[src/rtl/swipe_gesture_fsm.sv]
// swipe_gesture_fsm
//
// Per-frame gesture stage. Samples the dominant-motion zone once per frame at
// a fixed raster position, debounces it with a consecutive-frame persistence
// filter and runs a swipe state machine that pulses when the stable zone
// sweeps from one edge of the frame to the other.
//
// Ports:
//   iCLK        pixel clock
//   iRST        asynchronous active-high reset
//   iH_Cont     horizontal raster counter
//   iV_Cont     vertical raster counter
//   iDirection  raw zone 0..6, 7 = no motion (valid at the sample point)
//   oStableDir  debounced zone (reset 7)
//   oDirChange  one-cycle pulse when oStableDir changes
//   oSwipeInc   one-cycle pulse on a 0/1 -> 5/6 sweep
//   oSwipeDec   one-cycle pulse on a 5/6 -> 0/1 sweep
//   oState      FSM state: 0 idle, 1 armed inc, 2 armed dec, 3 cooldown
module swipe_gesture_fsm #(
  parameter int unsigned SAMPLE_H    = 1016,
  parameter int unsigned SAMPLE_V    = 626,
  parameter int unsigned HOLD_FRAMES = 3,
  parameter int unsigned SWIPE_WIN   = 30,
  parameter int unsigned COOL_FRAMES = 15
) (
  input  logic        iCLK,
  input  logic        iRST,
  input  logic [12:0] iH_Cont,
  input  logic [12:0] iV_Cont,
  input  logic [2:0]  iDirection,
  output logic [2:0]  oStableDir,
  output logic        oDirChange,
  output logic        oSwipeInc,
  output logic        oSwipeDec,
  output logic [1:0]  oState
);

  typedef enum logic [1:0] {
    StIdle   = 2'd0,
    StArmInc = 2'd1,
    StArmDec = 2'd2,
    StCool   = 2'd3
  } state_e;

  // Sample strobes: s1 filters, s2 (one clock later) steps the FSM so it sees
  // the freshly updated stable zone.
  logic       s1;
  logic       s2_q;

  logic [2:0] last_raw_q;
  logic [3:0] run_q;
  logic [3:0] run_next;
  logic [2:0] stable_q;
  logic       dir_change_q;
  logic       take_new;

  state_e     state_q, state_d;
  logic [5:0] cnt_q, cnt_d;
  logic [6:0] cnt_inc;
  logic       inc_q, inc_d;
  logic       dec_q, dec_d;
  logic       zone_lo, zone_hi;

  assign s1 = (iH_Cont == 13'(SAMPLE_H)) && (iV_Cont == 13'(SAMPLE_V));

  // Persistence filter
  always_comb begin
    run_next = 4'd1;
    if (iDirection == last_raw_q) begin
      run_next = (run_q == 4'd15) ? 4'd15 : run_q + 4'd1;
    end
    take_new = (32'(run_next) >= HOLD_FRAMES) && (iDirection != stable_q);
  end

  always_ff @(posedge iCLK or posedge iRST) begin
    if (iRST) begin
      s2_q         <= 1'b0;
      last_raw_q   <= 3'd7;
      run_q        <= 4'd0;
      stable_q     <= 3'd7;
      dir_change_q <= 1'b0;
    end else begin
      s2_q         <= s1;
      dir_change_q <= 1'b0;
      if (s1) begin
        last_raw_q <= iDirection;
        run_q      <= run_next;
        if (take_new) begin
          stable_q     <= iDirection;
          dir_change_q <= 1'b1;
        end
      end
    end
  end

  // Swipe FSM
  assign zone_lo = (stable_q == 3'd0) || (stable_q == 3'd1);
  assign zone_hi = (stable_q == 3'd5) || (stable_q == 3'd6);
  assign cnt_inc = {1'b0, cnt_q} + 7'd1;

  always_comb begin
    state_d = state_q;
    cnt_d   = cnt_q;
    inc_d   = 1'b0;
    dec_d   = 1'b0;
    if (s2_q) begin
      unique case (state_q)
        StIdle: begin
          if (zone_lo) begin
            state_d = StArmInc;
            cnt_d   = 6'd0;
          end else if (zone_hi) begin
            state_d = StArmDec;
            cnt_d   = 6'd0;
          end
        end
        StArmInc: begin
          // Completion is checked first so it wins over the window expiring.
          if (zone_hi) begin
            inc_d   = 1'b1;
            state_d = StCool;
            cnt_d   = 6'd0;
          end else if (32'(cnt_inc) >= SWIPE_WIN) begin
            state_d = StIdle;
            cnt_d   = 6'd0;
          end else begin
            cnt_d = cnt_inc[5:0];
          end
        end
        StArmDec: begin
          if (zone_lo) begin
            dec_d   = 1'b1;
            state_d = StCool;
            cnt_d   = 6'd0;
          end else if (32'(cnt_inc) >= SWIPE_WIN) begin
            state_d = StIdle;
            cnt_d   = 6'd0;
          end else begin
            cnt_d = cnt_inc[5:0];
          end
        end
        StCool: begin
          if (32'(cnt_inc) >= COOL_FRAMES) begin
            state_d = StIdle;
            cnt_d   = 6'd0;
          end else begin
            cnt_d = cnt_inc[5:0];
          end
        end
      endcase
    end
  end

  always_ff @(posedge iCLK or posedge iRST) begin
    if (iRST) begin
      state_q <= StIdle;
      cnt_q   <= 6'd0;
      inc_q   <= 1'b0;
      dec_q   <= 1'b0;
    end else begin
      state_q <= state_d;
      cnt_q   <= cnt_d;
      inc_q   <= inc_d;
      dec_q   <= dec_d;
    end
  end

  assign oStableDir = stable_q;
  assign oDirChange = dir_change_q;
  assign oSwipeInc  = inc_q;
  assign oSwipeDec  = dec_q;
  assign oState     = state_q;

endmodule

[config.mk]
export PLATFORM = sky130hd
export DESIGN_NAME = swipe_gesture_fsm
export DESIGN_NICKNAME = d
export VERILOG_FILES = /design/src/rtl/swipe_gesture_fsm.sv
export SDC_FILE = /design/constraint.sdc
export NUM_CORES = 1
export LEC_CHECK = 0
export BUFFER_PORTS_ARGS = -buffer_cell sky130_fd_sc_hd__buf_2
export CAP_MARGIN = 20
export CORE_AREA = 2 2 56 58
export DETAILED_ROUTE_END_ITERATION = 7
export DIE_AREA = 0 0 58 60
export PLACE_DENSITY = 0.77
export SYNTH_ARGS = -nofsm -noshare
export SYNTH_HDL_FRONTEND = slang
export SYNTH_SLANG_ARGS = --single-unit
export TNS_END_PERCENT = 100
[constraint.sdc]
create_clock -name iCLK -period 2.4 [get_ports iCLK]
set_input_delay 0.36 -clock iCLK [delete_from_list [all_inputs] [get_ports iCLK]]
set_output_delay 0.36 -clock iCLK [all_outputs]
set_load 0.02 [all_outputs]
* Word level (Yosys, flattened, before mapping) *
Index checks and enable logic that the tools add are counted.

operators by class
  $add $sub $neg = 2
  magnitude comparators = 3
  equal/unequal tests = 13
  mux-type cells = 24
  reduce and logical (&&, ||, !) cells = 9

operator list
  operator              number
  $mux 6                6
  $eq 13x10->1 const B  2
  $pmux 6 s4            1
  $mux 2                6
  $mux 1                8
  $mux 4                2
  $pmux 2 s4            1
  $add 6x1->7 const B   1
  $ge 7x4->1 const B    1
  $ge 7x5->1 const B    1
  $eq 3x3->1 const B    2
  $add 4x1->4 const B   1
  $eq 2x2->1 const B    2
  $eq 4x4->1 const B    1
  $ge 4x2->1 const B    1
  $reduce_and 2->1      2
  $eq 3x1->1 const B    1
  $eq 3x3->1            1
  $logic_not 3->1       1
  $ne 3x3->1            1
  $ne 3x3->1 const B    1
  $reduce_and 3->1      1
  $eq 2x1->1 const B    1
  $logic_and 1x1->1     2
  other kinds (3)       4

storage, ports and cells
  bits in registers = 22
  input bits = 31
  output and inout port bits = 8
  logic and storage cells = 60

* Depth between registers and ports, before layout *
  word-level depth = 7
  mapped depth = 8
  gate-level depth less buffers = 8

* Least setup slack after synthesis *
No wires, ideal clock.

  kind = flip-flop to flip-flop
  from = register cnt_q[0]
  to = register cnt_q[2]
  library setup time = 0.076 ns
  data arrival time = 1.918 ns
  required time = 2.324 ns
  setup slack = 0.406 ns
  stages on the path, launching flop included = 8
  buffers on the path = 0
  period minus slack after synthesis = 1.994 ns
  cell sequence = dfrtp_1 -> ha_1 -> and4bb_1 -> a211oi_2 -> o32ai_2 -> o31ai_4 -> a31oi_1 -> o21ai_1

on the way
  longest elaborated chain between the ends = 5
  elaborated cells between the ends (all ways) = 8
  classes of those cells = 1 x add/sub; 2 x order compare; 5 x mux

ends and longest elaborated chain
  item                              line      text
  start: declaration                58        logic [5:0] cnt_q, cnt_d;
  start signal: assignment          162       cnt_q <= cnt_d;
  $add 6x1->7 (*)                   99        assign cnt_inc = {1'b0, cnt_q} + 7'd1;
  $ge 7x5->1                        123, 135
  $mux 6                            123, 135
  $mux 6, on equally long branches  131, 119
  $pmux 6 s4 (*)                    107       unique case (state_q)

Mark *: on every way between the ends. The rest lies on a longest branch, timed or not.
A chain may end at the register's enable or synchronous reset.

* Worst setup path in the final report *
  from = register cnt_q[0]
  to = register cnt_q[0]

The elaborated chain is that of the path after synthesis.

==> impl_metrics.ini <==
[clocking]
path_clk_slew_ns = 0.13
cts_root_buf = clkbuf_4
insertion_delay_ns = 0.32
cts_inserted_buffers = 3
cts_hold_buf = 0
numClockSinks = 22
htreeDepth = 1
cts.path.max_buffers = 2
tritoncts = built

[detailed_routing]
post_drt_wl_per_cell_um = 13.81
drc = 0
avgViaCountPerCell = 5.687
vias = 1234
drtPass1Iterations = 4
drt_wl_total_mm = 2.996
final_antenna_net_count = 0
drtIter0Drc = 49

[sta]
hold_slack_ns = 0.1714
min_period_ns = 2.207
fmax_ghz = 0.4532
setup_viol = 0
hold_violations = 0
tightest_slew_ns = 0.8142
finalSetupTns_ns = 0
finalCritPeriodShare_pct = 91.94
slew_violations = 0
slew-limit-headroom_pct = 45.66
grt_setup_unrepaired = false
fin_worst_skew_ns = 0.01648

[floorplan]
die_area_um2 = 3480
coreArea_um2 = 2903
start_util_pct = 50.04
pin_count = 39
fp.dieH_um = 60
std_cell_rows = 20
die_x_um = 58

[yosys]
synth-warning-count = 0
synth.area.top_cells = dfrtp_1 28%, dfstp_2 11%, mux2_1 4.7%
yosysTopAreaCell = dfrtp_1
yosys.area.top_type_share_pct = 27.56
synth_seq_cells = 22
yosysMostFrequentCell = dfrtp_1
netlist_area_um2 = 1453
ys.flop_type = dfrtp_1
synth_edf_count = 0
yosysUniqueCellTypes = 51
ys_seq_area_share_pct = 38.42
syn_inst = 146
async_flop_share_pct = 100.0
yosys-top-cells-count = 16 x dfrtp_1, 13 x a21oi_1, 12 x nand2_1
avgSynthCellArea_um2 = 9.950
syn_nets = 181

[critical_path]
crit_path_top_delay_cell = dfrtp_2
cpPeakStageDelay_ns = 0.48
critical_path_class = reg2reg
cp_cell_sequence = ha_2, and4bb_1, a211oi_2, o32ai_2, o31ai_4, nand2_1, o21ai_1
endpoint_kind = register
start_kind = register
crit_fanout = 9
required_ns = 2.65
cp.arrival_ns = 2.46

[hold_path]
hold_path_class = in2async

[grt]
grt_first_pass_wirelength_mm = 4.947
antenna_found_initial = 0
grt_usage_pct = 18.43
grt-ovfl-total = 0
grt_max_degree = 23
first_global_vias = 1177

[run]
drv_cap = 0

[finish]
diodes = 0
syn2layout_area_growth_pct = 15.93
drive_above_1_share_pct = 35.33
multi_input_area_um2 = 820.8
seqCellArea_um2 = 560.5
fill_cells = 244
nets = 220

[power_and_ir_drop]
p_leak_nw = 0.7672
max-vdd-ir-drop_mv = 0.3246
power_density_nw_per_um2 = 350.5

[placement]
portBuffers = 38
dp_hpwl_mm = 2.264
gp_congestion = 0.8674

[outcome]
outcome = finished clean
-- metrics by stage --
stage	setup slack [ns]	cell area, um2	power [mW]	util [%]	instances
finish	0.1935	1684	0.5902	58.02	217
global placement	0.2874	1653	0.4184	56.94	213
global route	0.06092	1684	0.6181	58.02	217
detailed placement	0.1232	1653	0.4206	56.94	213
CTS	0.07777	1679	0.6009	57.84	217
floorplan	0.4061	1453	0.3918	-	146
-- routing by layer --
layer | up-vias | global-route usage (%) | part of all wire [%]
li1 | 607 | - | -
met1 | 608 | 21.80 | 41
met2 | 17 | 33.28 | 56
met3 | 2 | 4.113 | 2.7
met4 | 0 | 5.648 | 0.30
met5 | - | 0 | 0
-- layout make-up --
type,count,share of cell area [%]
inverter,10,2.229
timing repair buffer,39,11.74
clock buffer,4,1.560
tap,33,2.452
sequential,22,33.28
multi-input combinational,109,48.74
-- logic make-up after synthesis --
| group | after synthesis | share of synthesized area, % |
|---|---|---|
| mux | 9 | 6.804 |
| simple gates | 47 | 19.98 |
| buf+inv | 15 | 5.254 |
| fa+ha+maj | 4 | 3.445 |
| compound gates | 41 | 21.28 |
| flops | 22 | 38.41 |
| xor+xnor | 8 | 4.824 |
-- placed cells by master, fill, tap and decap left out, types with 2 or more instances in the layout --
cell type  netlist  layout
buf_2            2      38
dfrtp_1         16      14
a21oi_1         13      13
nand2_1         12      12
inv_1           10      10
xor2_1           6       6
mux2_1           6       6
nor2_1           6       6
o21ai_1          6       6
dfstp_2          6       6
o21ai_0          4       4
nand3_1          4       4
nand4_1          3       3
a31oi_1          3       3
ha_1             4       3
clkbuf_4         0       3
nor4b_1          2       2
nor4bb_1         2       2
nor3_1           2       2
xnor2_1          2       2
o31ai_4          2       2
mux2i_1          2       2
nand2b_1         2       2
o41ai_1          2       2
nor3b_1          2       2
dfrtp_2          0       2
-- flip-flops by register name, summed over array words and instances, names as in the netlist --
| name | cells |
|---|---|
| last_raw_q | 3 |
| run_q | 4 |
| oSwipeInc | 1 |
| oSwipeDec | 1 |
| oDirChange | 1 |
| cnt_q | 6 |
| s2_q | 1 |
| oState | 2 |
| oStableDir | 3 |
-- power breakdown --
part / switching, mW / internal [mW] / total [mW] / leakage [nW]
clock: 0.113 / 0.0650 / 0.178 / 0.0150
sequential: 0.000000258 / 0.371 / 0.371 / 0.277
combinational: 0.0190 / 0.0225 / 0.0415 / 0.475
total: 0.132 / 0.459 / 0.590 / 0.767
-- critical path, delay by kind of cell, from the launching register on --
kind,cells,cell delay (ns)
compound gates,4,1.02
fa+ha+maj,1,0.27
flops,1,0.48
simple gates,2,0.37
-- worst paths after layout --
check | end | depth (start not counted) | slack, ns | start
setup / recovery | cnt_q[0] | 7 | 0.19 | cnt_q[0]
hold / removal | cnt_q[5] | 2 | 0.17 | iRST
setup reg to reg | cnt_q[0] | 7 | 0.19 | cnt_q[0]
hold reg to reg | cnt_q[5] | 1 | 0.59 | cnt_q[5]
max in group asynchronous | cnt_q[0] | 2 | 1.68 | iRST
min in group iCLK | last_raw_q[0] | 2 | 0.34 | iDirection[0]
-- timing repair --
item / 4_1_cts / 5_1_grt
gates resized for setup: 0 / 3
buffers inserted: 0 / 0
endpoints found under the setup margin: 0 / 4
No activity file was read; power rests on OpenSTA's default activity.
